`src/rtl/game_pkg.sv`:
```
// Shared types and constants for the two-player ship game controller.
// Holds the state enum, the LED encodings and the default board geometry.
package game_pkg;

  typedef enum logic [2:0] {
    ST_IDLE  = 3'd0,
    ST_PLACE = 3'd1,
    ST_SYNC  = 3'd2,
    ST_WAIT  = 3'd3,
    ST_AIM   = 3'd4,
    ST_FIRE  = 3'd5,
    ST_OVER  = 3'd6
  } GAME_STATE_T;

  localparam logic [3:0] LED_IDLE  = 4'b1000;
  localparam logic [3:0] LED_SETUP = 4'b0100;
  localparam logic [3:0] LED_WAIT  = 4'b0010;
  localparam logic [3:0] LED_TURN  = 4'b0001;
  localparam logic [3:0] LED_OVER  = 4'b1111;

  localparam int DEF_BOARD_N   = 10;
  localparam int DEF_CELL_LOG2 = 5;
  localparam int DEF_ORIGIN_X  = 608;
  localparam int DEF_ORIGIN_Y  = 193;

  function automatic logic [3:0] state_led_f(input GAME_STATE_T st);
    logic [3:0] led;
    case (st)
      ST_IDLE:           led = LED_IDLE;
      ST_PLACE, ST_SYNC: led = LED_SETUP;
      ST_WAIT:           led = LED_WAIT;
      ST_AIM, ST_FIRE:   led = LED_TURN;
      ST_OVER:           led = LED_OVER;
      default:           led = LED_IDLE;
    endcase
    return led;
  endfunction

endpackage

```
`src/rtl/cell_mapper.sv`:
```
// Maps the mouse cursor onto an enemy-board cell with a bounds check.
// Results update once per frame; the last in-board cell is held while outside.
module cell_mapper
  import game_pkg::*;
#(
  parameter int BOARD_N   = DEF_BOARD_N,
  parameter int CELL_LOG2 = DEF_CELL_LOG2,
  parameter int ORIGIN_X  = DEF_ORIGIN_X,
  parameter int ORIGIN_Y  = DEF_ORIGIN_Y,
  localparam int CW = $clog2(BOARD_N)
) (
  input  logic          clk,
  input  logic          rst,
  input  logic          frame_start,
  input  logic [11:0]   mouse_xpos,
  input  logic [11:0]   mouse_ypos,
  output logic [CW-1:0] cell_row,
  output logic [CW-1:0] cell_col,
  output logic          cell_valid
);

  localparam logic [12:0] SPAN = 13'(BOARD_N << CELL_LOG2);

  logic [12:0] dx_s;
  logic [12:0] dy_s;
  logic        in_x_s;
  logic        in_y_s;

  // Signed offsets from the board origin; bit 12 set means left of / above the board.
  always_comb begin
    dx_s   = {1'b0, mouse_xpos} - 13'(ORIGIN_X);
    dy_s   = {1'b0, mouse_ypos} - 13'(ORIGIN_Y);
    in_x_s = ~dx_s[12] && (dx_s < SPAN);
    in_y_s = ~dy_s[12] && (dy_s < SPAN);
  end

  // Frame-rate latch of the hovered cell.
  always_ff @(posedge clk) begin
    if (rst) begin
      cell_row   <= {CW{1'b0}};
      cell_col   <= {CW{1'b0}};
      cell_valid <= 1'b0;
    end else if (frame_start) begin
      cell_valid <= in_x_s && in_y_s;
      if (in_x_s && in_y_s) begin
        cell_row <= dy_s[CELL_LOG2 +: CW];
        cell_col <= dx_s[CELL_LOG2 +: CW];
      end
    end
  end

endmodule

```
`src/rtl/game_turn_ctl.sv`:
```
// Game-control FSM: placement, turn hand-off, shot issue with timeout/retry,
// answer handling and win/lose detection for the two-player ship game.
module game_turn_ctl
  import game_pkg::*;
#(
  parameter int BOARD_N        = DEF_BOARD_N,
  parameter int CELL_LOG2      = DEF_CELL_LOG2,
  parameter int ORIGIN_X       = DEF_ORIGIN_X,
  parameter int ORIGIN_Y       = DEF_ORIGIN_Y,
  parameter int SHIP_COUNT     = 11,
  parameter int HITS_TO_WIN    = 17,
  parameter int HIT_KEEPS_TURN = 1,
  parameter int TIMEOUT_FRAMES = 120,
  parameter int MAX_RETRY      = 3,
  localparam int CW = $clog2(BOARD_N)
) (
  input  logic          clk,
  input  logic          rst,
  input  logic          frame_start,
  input  logic          mouse_left,
  input  logic [11:0]   mouse_xpos,
  input  logic [11:0]   mouse_ypos,
  input  logic          start_button,
  input  logic          first_player,
  input  logic          ship_placed,
  input  logic          remote_ready,
  input  logic          answer_valid,
  input  logic          answer_hit,
  input  logic          rx_shot_valid,
  input  logic          rx_shot_hit,
  output logic [CW-1:0] cell_row,
  output logic [CW-1:0] cell_col,
  output logic          cell_valid,
  output logic          pick_ship,
  output logic          fire_req,
  output logic          my_turn,
  output logic          game_over,
  output logic          win,
  output logic          link_err,
  output logic [3:0]    state_led
);

  localparam int NCELL = BOARD_N * BOARD_N;
  localparam int MW    = $clog2(NCELL);
  localparam int SCW   = $clog2(SHIP_COUNT + 1);
  localparam int HCW   = $clog2(HITS_TO_WIN + 1);
  localparam int FCW   = $clog2(TIMEOUT_FRAMES + 1);
  localparam int RCW   = $clog2(MAX_RETRY + 1);

  GAME_STATE_T      state_r, state_nxt_s;
  logic [NCELL-1:0] shot_map_r, shot_map_nxt_s;
  logic [SCW-1:0]   ship_cnt_r, ship_cnt_nxt_s;
  logic [HCW-1:0]   my_hits_r, my_hits_nxt_s;
  logic [HCW-1:0]   opp_hits_r, opp_hits_nxt_s;
  logic [FCW-1:0]   frame_cnt_r, frame_cnt_nxt_s;
  logic [RCW-1:0]   retry_r, retry_nxt_s;
  logic [CW-1:0]    shot_row_r, shot_row_nxt_s;
  logic [CW-1:0]    shot_col_r, shot_col_nxt_s;
  logic             mouse_left_d_r;
  logic             click_s;
  logic             fire_nxt_s;
  logic             win_nxt_s;
  logic             link_err_nxt_s;
  logic [CW-1:0]    map_row_s;
  logic [CW-1:0]    map_col_s;
  logic             map_valid_s;
  logic [MW-1:0]    idx_s;

  cell_mapper #(
    .BOARD_N   (BOARD_N),
    .CELL_LOG2 (CELL_LOG2),
    .ORIGIN_X  (ORIGIN_X),
    .ORIGIN_Y  (ORIGIN_Y)
  ) u_cell_mapper (
    .clk         (clk),
    .rst         (rst),
    .frame_start (frame_start),
    .mouse_xpos  (mouse_xpos),
    .mouse_ypos  (mouse_ypos),
    .cell_row    (map_row_s),
    .cell_col    (map_col_s),
    .cell_valid  (map_valid_s)
  );

  // Click edge detect and flat shot-map index of the hovered cell.
  always_comb begin
    click_s = mouse_left & ~mouse_left_d_r;
    idx_s   = MW'(map_row_s) * MW'(BOARD_N) + MW'(map_col_s);
  end

  // Next-state, counter and event logic.
  always_comb begin
    state_nxt_s     = state_r;
    shot_map_nxt_s  = shot_map_r;
    ship_cnt_nxt_s  = ship_cnt_r;
    my_hits_nxt_s   = my_hits_r;
    opp_hits_nxt_s  = opp_hits_r;
    frame_cnt_nxt_s = frame_cnt_r;
    retry_nxt_s     = retry_r;
    shot_row_nxt_s  = shot_row_r;
    shot_col_nxt_s  = shot_col_r;
    fire_nxt_s      = 1'b0;
    win_nxt_s       = win;
    link_err_nxt_s  = link_err;

    case (state_r)
      ST_IDLE: begin
        if (start_button) state_nxt_s = ST_PLACE;
        else              state_nxt_s = ST_IDLE;
      end
      ST_PLACE: begin
        if (ship_placed && (ship_cnt_r != SCW'(SHIP_COUNT))) ship_cnt_nxt_s = ship_cnt_r + SCW'(1);
        else                                                 ship_cnt_nxt_s = ship_cnt_r;
        if (ship_cnt_nxt_s == SCW'(SHIP_COUNT)) state_nxt_s = ST_SYNC;
        else                                    state_nxt_s = ST_PLACE;
      end
      ST_SYNC: begin
        if (remote_ready) state_nxt_s = first_player ? ST_AIM : ST_WAIT;
        else              state_nxt_s = ST_SYNC;
      end
      ST_WAIT: begin
        if (rx_shot_valid) begin
          if (rx_shot_hit && (opp_hits_r != HCW'(HITS_TO_WIN))) opp_hits_nxt_s = opp_hits_r + HCW'(1);
          else                                                  opp_hits_nxt_s = opp_hits_r;
          if (opp_hits_nxt_s == HCW'(HITS_TO_WIN)) begin
            state_nxt_s = ST_OVER;
            win_nxt_s   = 1'b0;
          end else if (rx_shot_hit && (HIT_KEEPS_TURN != 0)) begin
            state_nxt_s = ST_WAIT;
          end else begin
            state_nxt_s = ST_AIM;
          end
        end else begin
          state_nxt_s = ST_WAIT;
        end
      end
      ST_AIM: begin
        if (click_s && map_valid_s && !shot_map_r[idx_s]) begin
          fire_nxt_s            = 1'b1;
          shot_map_nxt_s[idx_s] = 1'b1;
          shot_row_nxt_s        = map_row_s;
          shot_col_nxt_s        = map_col_s;
          frame_cnt_nxt_s       = {FCW{1'b0}};
          retry_nxt_s           = {RCW{1'b0}};
          state_nxt_s           = ST_FIRE;
        end else begin
          state_nxt_s = ST_AIM;
        end
      end
      ST_FIRE: begin
        // An answer arriving with the timeout frame takes priority over a re-issue.
        if (answer_valid) begin
          if (answer_hit && (my_hits_r != HCW'(HITS_TO_WIN))) my_hits_nxt_s = my_hits_r + HCW'(1);
          else                                                my_hits_nxt_s = my_hits_r;
          if (my_hits_nxt_s == HCW'(HITS_TO_WIN)) begin
            state_nxt_s = ST_OVER;
            win_nxt_s   = 1'b1;
          end else if (answer_hit && (HIT_KEEPS_TURN != 0)) begin
            state_nxt_s = ST_AIM;
          end else begin
            state_nxt_s = ST_WAIT;
          end
        end else if (frame_start) begin
          if (frame_cnt_r == FCW'(TIMEOUT_FRAMES - 1)) begin
            if (retry_r == RCW'(MAX_RETRY)) begin
              link_err_nxt_s = 1'b1;
              win_nxt_s      = 1'b0;
              state_nxt_s    = ST_OVER;
            end else begin
              fire_nxt_s      = 1'b1;
              frame_cnt_nxt_s = {FCW{1'b0}};
              retry_nxt_s     = retry_r + RCW'(1);
              state_nxt_s     = ST_FIRE;
            end
          end else begin
            frame_cnt_nxt_s = frame_cnt_r + FCW'(1);
            state_nxt_s     = ST_FIRE;
          end
        end else begin
          state_nxt_s = ST_FIRE;
        end
      end
      ST_OVER: begin
        state_nxt_s = ST_OVER;
      end
      default: begin
        state_nxt_s = ST_IDLE;
      end
    endcase
  end

  // State, counters and registered outputs; outputs follow the next state so they align with it.
  always_ff @(posedge clk) begin
    if (rst) begin
      state_r        <= ST_IDLE;
      shot_map_r     <= {NCELL{1'b0}};
      ship_cnt_r     <= {SCW{1'b0}};
      my_hits_r      <= {HCW{1'b0}};
      opp_hits_r     <= {HCW{1'b0}};
      frame_cnt_r    <= {FCW{1'b0}};
      retry_r        <= {RCW{1'b0}};
      shot_row_r     <= {CW{1'b0}};
      shot_col_r     <= {CW{1'b0}};
      mouse_left_d_r <= 1'b0;
      cell_row       <= {CW{1'b0}};
      cell_col       <= {CW{1'b0}};
      cell_valid     <= 1'b0;
      pick_ship      <= 1'b0;
      fire_req       <= 1'b0;
      my_turn        <= 1'b0;
      game_over      <= 1'b0;
      win            <= 1'b0;
      link_err       <= 1'b0;
      state_led      <= LED_IDLE;
    end else begin
      state_r        <= state_nxt_s;
      shot_map_r     <= shot_map_nxt_s;
      ship_cnt_r     <= ship_cnt_nxt_s;
      my_hits_r      <= my_hits_nxt_s;
      opp_hits_r     <= opp_hits_nxt_s;
      frame_cnt_r    <= frame_cnt_nxt_s;
      retry_r        <= retry_nxt_s;
      shot_row_r     <= shot_row_nxt_s;
      shot_col_r     <= shot_col_nxt_s;
      mouse_left_d_r <= mouse_left;
      // While a shot is outstanding the cell outputs name the target, not the cursor.
      cell_row       <= (state_nxt_s == ST_FIRE) ? shot_row_nxt_s : map_row_s;
      cell_col       <= (state_nxt_s == ST_FIRE) ? shot_col_nxt_s : map_col_s;
      cell_valid     <= map_valid_s;
      pick_ship      <= (state_nxt_s == ST_PLACE) && mouse_left;
      fire_req       <= fire_nxt_s;
      my_turn        <= (state_nxt_s == ST_AIM) || (state_nxt_s == ST_FIRE);
      game_over      <= (state_nxt_s == ST_OVER);
      win            <= win_nxt_s;
      link_err       <= link_err_nxt_s;
      state_led      <= state_led_f(state_nxt_s);
    end
  end

endmodule

```
`config.mk`:
```
export PLATFORM = sky130hd
export DESIGN_NAME = game_turn_ctl
export DESIGN_NICKNAME = d
export VERILOG_FILES = /design/src/rtl/game_pkg.sv /design/src/rtl/cell_mapper.sv /design/src/rtl/game_turn_ctl.sv
export SDC_FILE = /design/constraint.sdc
export NUM_CORES = 1
export LEC_CHECK = 0
export CAP_MARGIN = 20
export CORE_MARGIN = 2
export CORE_UTILIZATION = 40
export CTS_BUF_LIST = sky130_fd_sc_hd__clkbuf_8
export DETAILED_ROUTE_END_ITERATION = 10
export PLACE_DENSITY = 0.63
export SYNTH_ARGS = -nofsm -noshare
export SYNTH_HDL_FRONTEND = slang
export SYNTH_SLANG_ARGS = --single-unit
```
`constraint.sdc`:
```
create_clock -name clk -period 4.1 [get_ports clk]
set_input_delay 1.23 -clock clk [delete_from_list [all_inputs] [get_ports clk]]
set_output_delay 1.23 -clock clk [all_outputs]
set_load 0.02 [all_outputs]
```
==> results.py, run 1 <==
metrics = {
    "synthesis": {
        "synth_edf_count": 0,
        "ys_seq_area_share_pct": 42.8,
        "synth_common_cells": "163 x dfxtp_1, 159 x nor2_1, 114 x a31oi_1",
        "syn-cell-area_um2": 7630,
        "netlist_instances": 889,
        "synth_nets": 942,
        "ys.flop_type": "dfxtp_1",
        "avgSynthCellArea_um2": 8.58,
        "netlist.area_leader.share_pct": 42.8,
        "yosys-top-cells-area": "dfxtp_1 43%, a31oi_1 9.3%, nor2_1 7.8%, mux2i_1 4.6%, nand2_1 3.1%",
        "synth_top_area_cell": "dfxtp_1",
        "synth_warnings": 0,
        "synth_seq_cells": 163,
        "synthArstFlopShare_pct": 0,
        "synth_most_common_cell": "dfxtp_1",
        "yosysUniqueCellTypes": 70,
    },
    "timing": {
        "hold_slack_ns": 0.457,
        "skew_ns": 0.0173,
        "finalMaxSlewViolations": 0,
        "period_needed_ns": 3.91,
        "finalHoldViolCount": 0,
        "fmax_mhz": 256,
        "max_slew_margin_pct": 52.7,
        "period_share_pct": 95.3,
        "fin_tns_setup_ns": 0,
        "tightest_slew_ns": 0.710,
        "rsz0062_at_grt": "true",
        "fin_ws_ns": 0.192,
        "setup_viol": 0,
    },
    "setup_path": {
        "crit_fanout": 12,
        "path_class": "register to register",
        "critPathRequiredTime_ns": 4.51,
        "crit_path_end_kind": "register",
        "worst_setup_path_start_kind": "register",
        "arrival_ns": 4.32,
    },
    "routing": {
        "wl_per_cell_um": 16.4,
        "vias": 6781,
        "drt_wl_total_um": 19500,
        "detail-route-antenna-nets": 0,
        "dr.first_iter.drc_count": 575,
        "viasPerCell": 5.69,
        "firstDrtPassIters": 5,
        "drcViolationCount": 0,
    },
    "floorplanning": {
        "row_count": 50,
        "die_y_um": 142,
        "io_pins": 55,
        "die_w_um": 142,
        "core_region_area_um2": 18700,
        "initial_utilization_pct": 40.8,
        "die-area_um2": 20200,
    },
    "layout": {
        "layout.nets": 999,
        "design_area_um2": 8920,
        "layout-drive-gt1-share_pct": 10.6,
        "fillers": 1812,
        "syn_to_final_growth_pct": 16.9,
        "antennaDiodeCount": 0,
    },
    "global_route": {
        "grt_usage_pct": 19.7,
        "grt_overflow": 0,
        "grt_pass1_wl_um": 31700,
        "grt_max_degree": 155,
        "antenna_found_initial": 0,
        "grt_pass1_vias": 6100,
    },
    "clocking": {
        "hold_buffers": 0,
        "numCtsBuffers": 17,
        "cts_max_level": 4,
        "ctsResizeCount": 0,
        "cts.clk_slew.worst_paths_ns": 0.08,
        "cts_buffer_depth": 2,
        "cts_tree": "built",
        "cts_setup_buffers": 0,
        "insertion_delay_ns": 0.47,
        "cts_root_buf": "clkbuf_8",
        "clock-sinks": 163,
    },
    "placed_design": {
        "dp_hpwl_um": 13000,
        "port_buffers": 49,
        "dp_slack_ns": 0.157,
        "gp_congestion": 0.856,
        "place_area_um2": 8550,
    },
    "power": {
        "leakage_nw": 3.28,
        "power_mw": 2.85,
        "powerDensity_nw_per_um2": 319,
        "vdd_drop_max_v": 0.000180,
    },
    "status": {
        "status": "finished, final reports clean",
    },
    "hold_path": {
        "hp-class": "register to register",
    },
    "job": {
        "drv_cap": 0,
    },
}
## power breakdown
group | switching (mW) | internal, mW | total, mW
combinational | 0.0724 | 0.0556 | 0.128
clock | 0.627 | 0.501 | 1.13
sequential | 0.00405 | 1.59 | 1.59
total | 0.704 | 2.14 | 2.85
## final timing paths
path | start | endpoint | slack [ns] | cells after the start
worst max-delay path | u_cell_mapper.cell_col[1] | frame_cnt_r[6] | 0.19 | 11
worst min-delay path | shot_row_r[0] | shot_row_r[0] | 0.46 | 2
worst max register to register | u_cell_mapper.cell_col[1] | frame_cnt_r[6] | 0.19 | 11
worst min register to register | shot_row_r[0] | shot_row_r[0] | 0.46 | 2
## worst max-delay path, stage by stage (launching register included)
cell and delay (ns):
dfxtp_1 0.36, ha_1 0.24, fa_2 0.78, buf_4 0.24, and2_0 0.39, a22o_1 0.19
a221o_1 0.16, o31a_1 0.17, a31oi_1 0.18, a31oi_1 0.59, or4b_1 0.48, nand2_1 0.07
## cells in the final DEF, fill, tap and decap left out, types with 6 or more instances in the layout
cell type	n
or3_1	7
nand3_1	16
nand2b_1	13
nor3_1	12
mux2i_1	35
buf_4	44
nor2_1	159
nand2_1	62
clkdlybuf4s50_1	48
and3_1	6
a31oi_1	114
nor2b_1	10
xnor2_1	8
o221ai_1	6
xor2_1	15
ha_1	15
a221oi_1	6
dfxtp_1	162
inv_1	22
a21oi_1	34
clkbuf_8	18
nand4_1	10
o21ai_0	22
a221o_1	7
## layer usage
| metal | vias up | part of all wire [%] | GRT usage (%) |
|---|---|---|---|
| li1 | 3353 | - | - |
| met1 | 3224 | 48 | 27.8 |
| met2 | 185 | 45 | 30.6 |
| met3 | 19 | 5.2 | 3.70 |
| met4 | 0 | 1.4 | 6.00 |
| met5 | - | 0 | 0 |
## cell type report
| type | instances | area [um2] | area share [%] |
|---|---|---|---|
| Inverter | 23 | 86.3 | 0.968 |
| Clock buffer | 18 | 248 | 2.78 |
| Sequential cell | 163 | 3260 | 36.6 |
| Timing Repair Buffer | 96 | 891 | 9.99 |
| Multi-Input combinational cell | 645 | 4010 | 45.0 |
| Tap cell | 234 | 293 | 3.28 |
| Clock inverter | 13 | 124 | 1.39 |
## registers in the layout, summed over array words and instances, names as in the netlist, 2 cells and up
name / flops
ship_cnt_r: 4
shot_row_r: 4
shot_col_r: 4
u_cell_mapper.cell_row: 4
frame_cnt_r: 7
cell_row: 4
u_cell_mapper.cell_col: 4
shot_map_r: 100
my_hits_r: 5
retry_r: 2
state_led: 4
state_r: 3
cell_col: 4
opp_hits_r: 5
## stage by stage
step | cells | util [%]
2_1_floorplan | 889 | -
3_3_place_gp | 1161 | 45.7
3_5_place_dp | 1161 | 45.7
4_1_cts | 1192 | 47.7
5_1_grt | 1192 | 47.7
6_report | 1192 | 47.7
## cells by family after synthesis
kind of cell             after synthesis  synth area share [%]
AND/OR/NAND/NOR                      326                  19.6
AO/OA/AOI/OAI                        236                  20.7
flip-flops                           163                  42.8
buffers and inverters                 81                  4.89
multiplexers                          43                  6.41
XOR/XNOR                              23                  2.64
adder cells (fa/ha/maj)               17                  2.98
No activity file was read; power rests on OpenSTA's default activity.
==> run 2: changes to the inputs <==
- CORE_MARGIN: 2 -> not set
- SYNTH_HIERARCHICAL: not set -> 1
==> results.py, run 2 <==
metrics = {
    "routing": {
        "wl_per_cell_um": 16.3,
        "drcViolationCount": 0,
        "firstDrtPassIters": 4,
        "detail-route-antenna-nets": 0,
        "drt_wl_total_um": 19400,
        "viasPerCell": 5.59,
        "vias": 6658,
        "dr.first_iter.drc_count": 399,
    },
    "global_route": {
        "grt_use_met2_pct": 32.3,
        "grtUsageMet3_pct": 4.17,
        "grt_max_degree": 60,
        "grt_pass1_wl_um": 32300,
        "grt_pass1_vias": 6311,
        "grt_usage_pct": 20.2,
        "grt_overflow": 0,
        "use_met1_pct": 27.0,
        "antenna_found_initial": 0,
        "top_usage_layer": "met2",
    },
    "power": {
        "p_sw_share_pct": 26.0,
        "comb_power_share_pct": 4.4,
        "power.switching_mw": 0.736,
        "leakage_nw": 3.31,
        "vdd_drop_max_v": 0.000232,
        "clkPwrFrac_pct": 39.3,
        "powerDensity_nw_per_um2": 316,
        "seq_power_share_pct": 56.3,
        "internal_power_mw": 2.09,
    },
    "layout": {
        "largest_register": "shot_map_r",
        "layout_common_cells": "166 x nor2_1, 162 x dfxtp_1, 102 x a31oi_1",
        "syn_to_final_growth_pct": 14.4,
        "antennaDiodeCount": 0,
        "regArea_um2": 3260,
        "design_area_um2": 8960,
        "layout-drive-gt1-share_pct": 12.5,
        "largest_register_ffs": 100,
        "fillers": 1888,
        "multi_input_area_um2": 4190,
        "final_common_cell": "nor2_1",
        "layout.nets": 970,
        "final_util_pct": 47.3,
        "reg.largest.list": "shot_map_r: 100 flops, frame_cnt_r: 7 flops",
    },
    "synthesis": {
        "ys.flop_type": "dfxtp_1",
        "synth_seq_cells": 163,
        "syn-cell-area_um2": 7830,
        "yosys-top-cells-area": "dfxtp_1 42%, a31oi_1 8.1%, nor2_1 8.0%, mux2i_1 4.1%, mux2_2 2.7%",
        "synth_most_common_cell": "nor2_1",
        "synth_edf_count": 0,
        "synth_warnings": 6,
        "ys_seq_area_share_pct": 41.7,
        "synth_common_cells": "166 x nor2_1, 163 x dfxtp_1, 102 x a31oi_1",
        "synth_nets": 928,
        "synth_top_area_cell": "dfxtp_1",
        "netlist_instances": 875,
        "netlist.area_leader.share_pct": 41.7,
        "avgSynthCellArea_um2": 8.95,
        "synthArstFlopShare_pct": 0,
        "yosysUniqueCellTypes": 71,
    },
    "clocking": {
        "cts.clk_slew.worst_paths_ns": 0.10,
        "clock-sinks": 163,
        "cts_setup_buffers": 0,
        "cts_buffer_depth": 2,
        "cts_root_buf": "clkbuf_8",
        "hold_buffers": 0,
        "cts_max_level": 4,
        "ctsResizeCount": 0,
        "insertion_delay_ns": 0.47,
        "numCtsBuffers": 17,
        "cts_tree": "built",
    },
    "timing": {
        "period_needed_ns": 3.76,
        "skew_ns": 0.0150,
        "period_share_pct": 91.8,
        "finalHoldViolCount": 0,
        "max_slew_margin_pct": 44.5,
        "setup_viol": 0,
        "finalMaxSlewViolations": 0,
        "fin_ws_ns": 0.338,
        "rsz0062_at_grt": "false",
        "fmax_mhz": 266,
        "hold_slack_ns": 0.468,
        "tightest_slew_ns": 0.826,
        "fin_tns_setup_ns": 0,
    },
    "floorplanning": {
        "die_y_um": 142,
        "die-area_um2": 20100,
        "initial_utilization_pct": 41.3,
        "io_pins": 55,
        "die_w_um": 142,
        "row_count": 50,
        "core_region_area_um2": 19000,
    },
    "setup_path": {
        "crit_path_end_kind": "register",
        "path_class": "register to register",
        "crit_fanout": 23,
        "arrival_ns": 4.10,
        "worst_setup_path_start_kind": "register",
        "critPathRequiredTime_ns": 4.43,
    },
    "placed_design": {
        "place_area_um2": 8590,
        "gp_congestion": 0.855,
        "dp_hpwl_um": 12700,
        "port_buffers": 49,
        "dp_slack_ns": 0.157,
    },
    "status": {
        "status": "finished, final reports clean",
    },
    "job": {
        "drv_cap": 0,
    },
    "hold_path": {
        "hp-class": "register to register",
    },
}
## run 2: cell count changes in the layout (fill, tap and decap cells not counted), moves of 8 or more
cell / delta
nand2_1: -26
mux2_2: +16
a31oi_1: -12
buf_4: -11
inv_1: -10
a21oi_1: -8
## run 2: cell families after synthesis
| logic type | Yosys count | share of synthesized area [%] |
|---|---|---|
| AO/OA/AOI/OAI | 210 | 17.9 |
| XOR/XNOR | 22 | 2.65 |
| adder cells (fa/ha/maj) | 17 | 2.91 |
| buffers and inverters | 72 | 4.98 |
| flip-flops | 163 | 41.7 |
| multiplexers | 60 | 9.41 |
| AND/OR/NAND/NOR | 331 | 20.5 |
## run 2: metrics by stage
stage | cells | total power [mW]
2_1_floorplan | 875 | 1.69
4_1_cts | 1190 | 2.85
6_report | 1190 | 2.83
3_3_place_gp | 1158 | 1.75
5_1_grt | 1190 | 2.93
3_5_place_dp | 1158 | 1.75
## run 2: final timing paths
| path | from | to | slack, ns | cells past startpoint |
|---|---|---|---|---|
| setup / recovery | u_cell_mapper/cell_row[1] | shot_map_r[9] | 0.34 | 13 |
| hold / removal | shot_map_r[11] | shot_map_r[11] | 0.47 | 2 |
| setup reg to reg | u_cell_mapper/cell_row[1] | shot_map_r[9] | 0.34 | 13 |
| hold reg to reg | shot_map_r[11] | shot_map_r[11] | 0.47 | 2 |
## run 2: area by class of cell
cell class,instances,share of cell area [%]
Multi-Input combinational cell,640,46.8
Sequential cell,163,36.4
Timing Repair Buffer,83,8.58
Tap cell,260,3.63
Clock buffer,18,2.77
Clock inverter,14,1.30
Inverter,12,0.503
## run 2: metal layers
metal,up-vias,share of wire (%)
li1,3283,-
met4,0,1.7
met3,27,4.2
met2,143,46
met1,3205,48
met5,-,0
## run 2: power by group through the flow
stage,sequential (mW),clock [mW],combinational (mW)
6_report,1.59,1.11,0.125
3_5_place_dp,1.63,0,0.124
4_1_cts,1.59,1.14,0.125
3_3_place_gp,1.63,0,0.124
5_1_grt,1.59,1.21,0.136
2_1_floorplan,1.63,0,0.0655
## run 2: worst max-delay path, stage by stage, from the launching register on
cell and delay [ns]:
dfxtp_1 0.49, ha_1 0.29, ha_1 0.19, inv_1 0.07, fa_1 0.43, nand2b_1 0.19
a21oi_1 0.26, xnor2_1 0.25, nand2_1 0.21, or4_4 0.46, and4_4 0.28, buf_4 0.26
a31oi_1 0.19, nor2_1 0.05
==> run 3: changes to the inputs <==
- CORE_MARGIN: not set -> 2
==> results.py, run 3 (synthesis gave the netlist of run 2 again) <==
metrics = {
    "clocking": {
        "cts_setup_buffers": 0,
        "clock-sinks": 163,
        "hold_buffers": 0,
        "cts_buffer_depth": 2,
        "cts_tree": "built",
        "cts.clk_slew.worst_paths_ns": 0.09,
        "insertion_delay_ns": 0.46,
        "ctsResizeCount": 0,
        "numCtsBuffers": 17,
        "cts_max_level": 4,
        "cts_root_buf": "clkbuf_8",
    },
    "setup_path": {
        "rr_endpoint": "shot_map_r[30]",
        "worst_setup_path_start_kind": "register",
        "path_class": "register to register",
        "cpPeakStageDelay_ns": 0.71,
        "arrival_ns": 4.12,
        "crit_fanout": 36,
        "worstSetupEndpoint": "shot_map_r[30]",
        "crit_slowest_cell": "fa_1",
        "r2r-start": "u_cell_mapper/cell_col[1]",
        "worstPathCellList": "ha_1 -> fa_1 -> buf_4 -> and3b_1 -> a221oi_1 -> o21ai_0 -> a31oi_1 -> o311a_1 -> and4_4 -> buf_4 -> a31oi_1 -> nor2_1",
        "cp.depth": 12,
        "critPathBufInv": 2,
        "r2r_cells": 12,
        "crit_path_start": "u_cell_mapper/cell_col[1]",
        "crit_path_end_kind": "register",
        "path_delay_family": "compound AO/OA/AOI/OAI gates",
        "critPathRequiredTime_ns": 4.49,
        "reg2reg_setup_slack_ns": 0.37,
    },
    "global_route": {
        "grt_pass1_vias": 6421,
        "grt_max_degree": 82,
        "antenna_found_initial": 0,
        "grt_overflow": 0,
        "grt_usage_pct": 19.8,
        "grt_pass1_wl_um": 32600,
    },
    "timing": {
        "tightest_slew_ns": 0.922,
        "finalHoldViolCount": 0,
        "finalMaxSlewViolations": 0,
        "period_needed_ns": 3.73,
        "skew_ns": 0.0121,
        "fmax_mhz": 268,
        "fin_tns_setup_ns": 0,
        "rsz0062_at_grt": "false",
        "setup_viol": 0,
        "period_share_pct": 91.0,
        "max_slew_margin_pct": 38.5,
    },
    "floorplanning": {
        "io_pins": 55,
        "die_y_um": 144,
        "die_w_um": 144,
        "row_count": 51,
        "core_region_area_um2": 19300,
        "die-area_um2": 20700,
        "initial_utilization_pct": 40.5,
    },
    "status": {
        "status": "finished, final reports clean",
    },
    "layout": {
        "reg.largest.list": "shot_map_r: 100 flops, frame_cnt_r: 7 flops",
        "antennaDiodeCount": 0,
        "fin_cells": 1194,
        "final_common_cell": "nor2_1",
        "layout-drive-gt1-share_pct": 11.9,
        "largest_register": "shot_map_r",
        "largest_register_ffs": 100,
        "layout_common_cells": "166 x nor2_1, 162 x dfxtp_1, 102 x a31oi_1",
        "syn_to_final_growth_pct": 15.4,
        "layout.nets": 969,
    },
    "routing": {
        "drt_wl_total_um": 19600,
        "vias": 6598,
        "viasPerCell": 5.53,
        "firstDrtPassIters": 6,
        "drcViolationCount": 0,
        "dr.first_iter.drc_count": 401,
        "wl_per_cell_um": 16.4,
        "detail-route-antenna-nets": 0,
    },
    "job": {
        "drv_cap": 0,
    },
    "placed_design": {
        "dp_hpwl_um": 12600,
        "port_buffers": 49,
        "gp_congestion": 0.877,
        "post-place-cells": 1162,
    },
    "power": {
        "leakage_nw": 3.34,
        "powerDensity_nw_per_um2": 331,
        "vdd_drop_max_v": 0.000227,
    },
    "hold_path": {
        "hp-class": "register to register",
    },
}
## run 3: changes by cell type in the layout (fill, tap and decap cells not counted)
cell and change:
buf_12 +1, buf_4 -2, bufinv_16 +4, clkbuf_8 +1, clkinv_2 -1, clkinv_4 -4, clkinvlp_4 +3, inv_1 +4
inv_6 -5, inv_8 -2
## run 3: tightest hold or removal path, stage by stage, from the launching register on
cell     delay [ns]
dfxtp_1        0.33
a31oi_1        0.04
nor2_1         0.07
## run 3: power breakdown
part	internal (mW)	total, mW	switching (mW)
Sequential	1.59	1.59	0.00505
Combinational	0.0556	0.126	0.0700
Clock	0.685	1.27	0.589
Total	2.33	2.99	0.664
## run 3: metrics by stage
stage	power (mW)	setup slack (ns)	area, um2	util (%)	hold WS (ns)
finish	2.99	0.370	9030	46.7	0.468
global route	3.10	0.0828	9030	46.7	0.495
CTS	3.02	0.371	9030	46.7	0.472
detailed placement	1.75	0.236	8610	44.5	0.451
global placement	1.75	0.268	8610	44.5	0.441
floorplan	1.69	0.620	7830	-	0.431
## run 3: how the worst min path moves through the flow
stage                    from              to  slack, ns  depth (start not counted)
5_1_grt        shot_map_r[43]  shot_map_r[43]       0.49                          2
3_3_place_gp   shot_map_r[43]  shot_map_r[43]       0.44                          2
4_1_cts        shot_map_r[43]  shot_map_r[43]       0.47                          2
2_1_floorplan  shot_map_r[11]  shot_map_r[11]       0.43                          2
3_5_place_dp   shot_map_r[45]  shot_map_r[45]       0.45                          2
6_report       shot_map_r[35]  shot_map_r[35]       0.47                          2
## run 3: layout make-up
class,instances,area [um2]
clock inverters,13,168
multi-input cells,640,4190
inverters,12,45.0
clock buffers,19,262
repair buffers,82,773
flip-flops and latches,163,3260
fillers,1902,10300
well taps,265,332
## run 3: per-layer routing
layer	global-route usage (%)	share of wire, %
met1	25.6	47
met2	33.2	47
met3	4.00	3.8
met4	6.40	1.6
met5	0	0
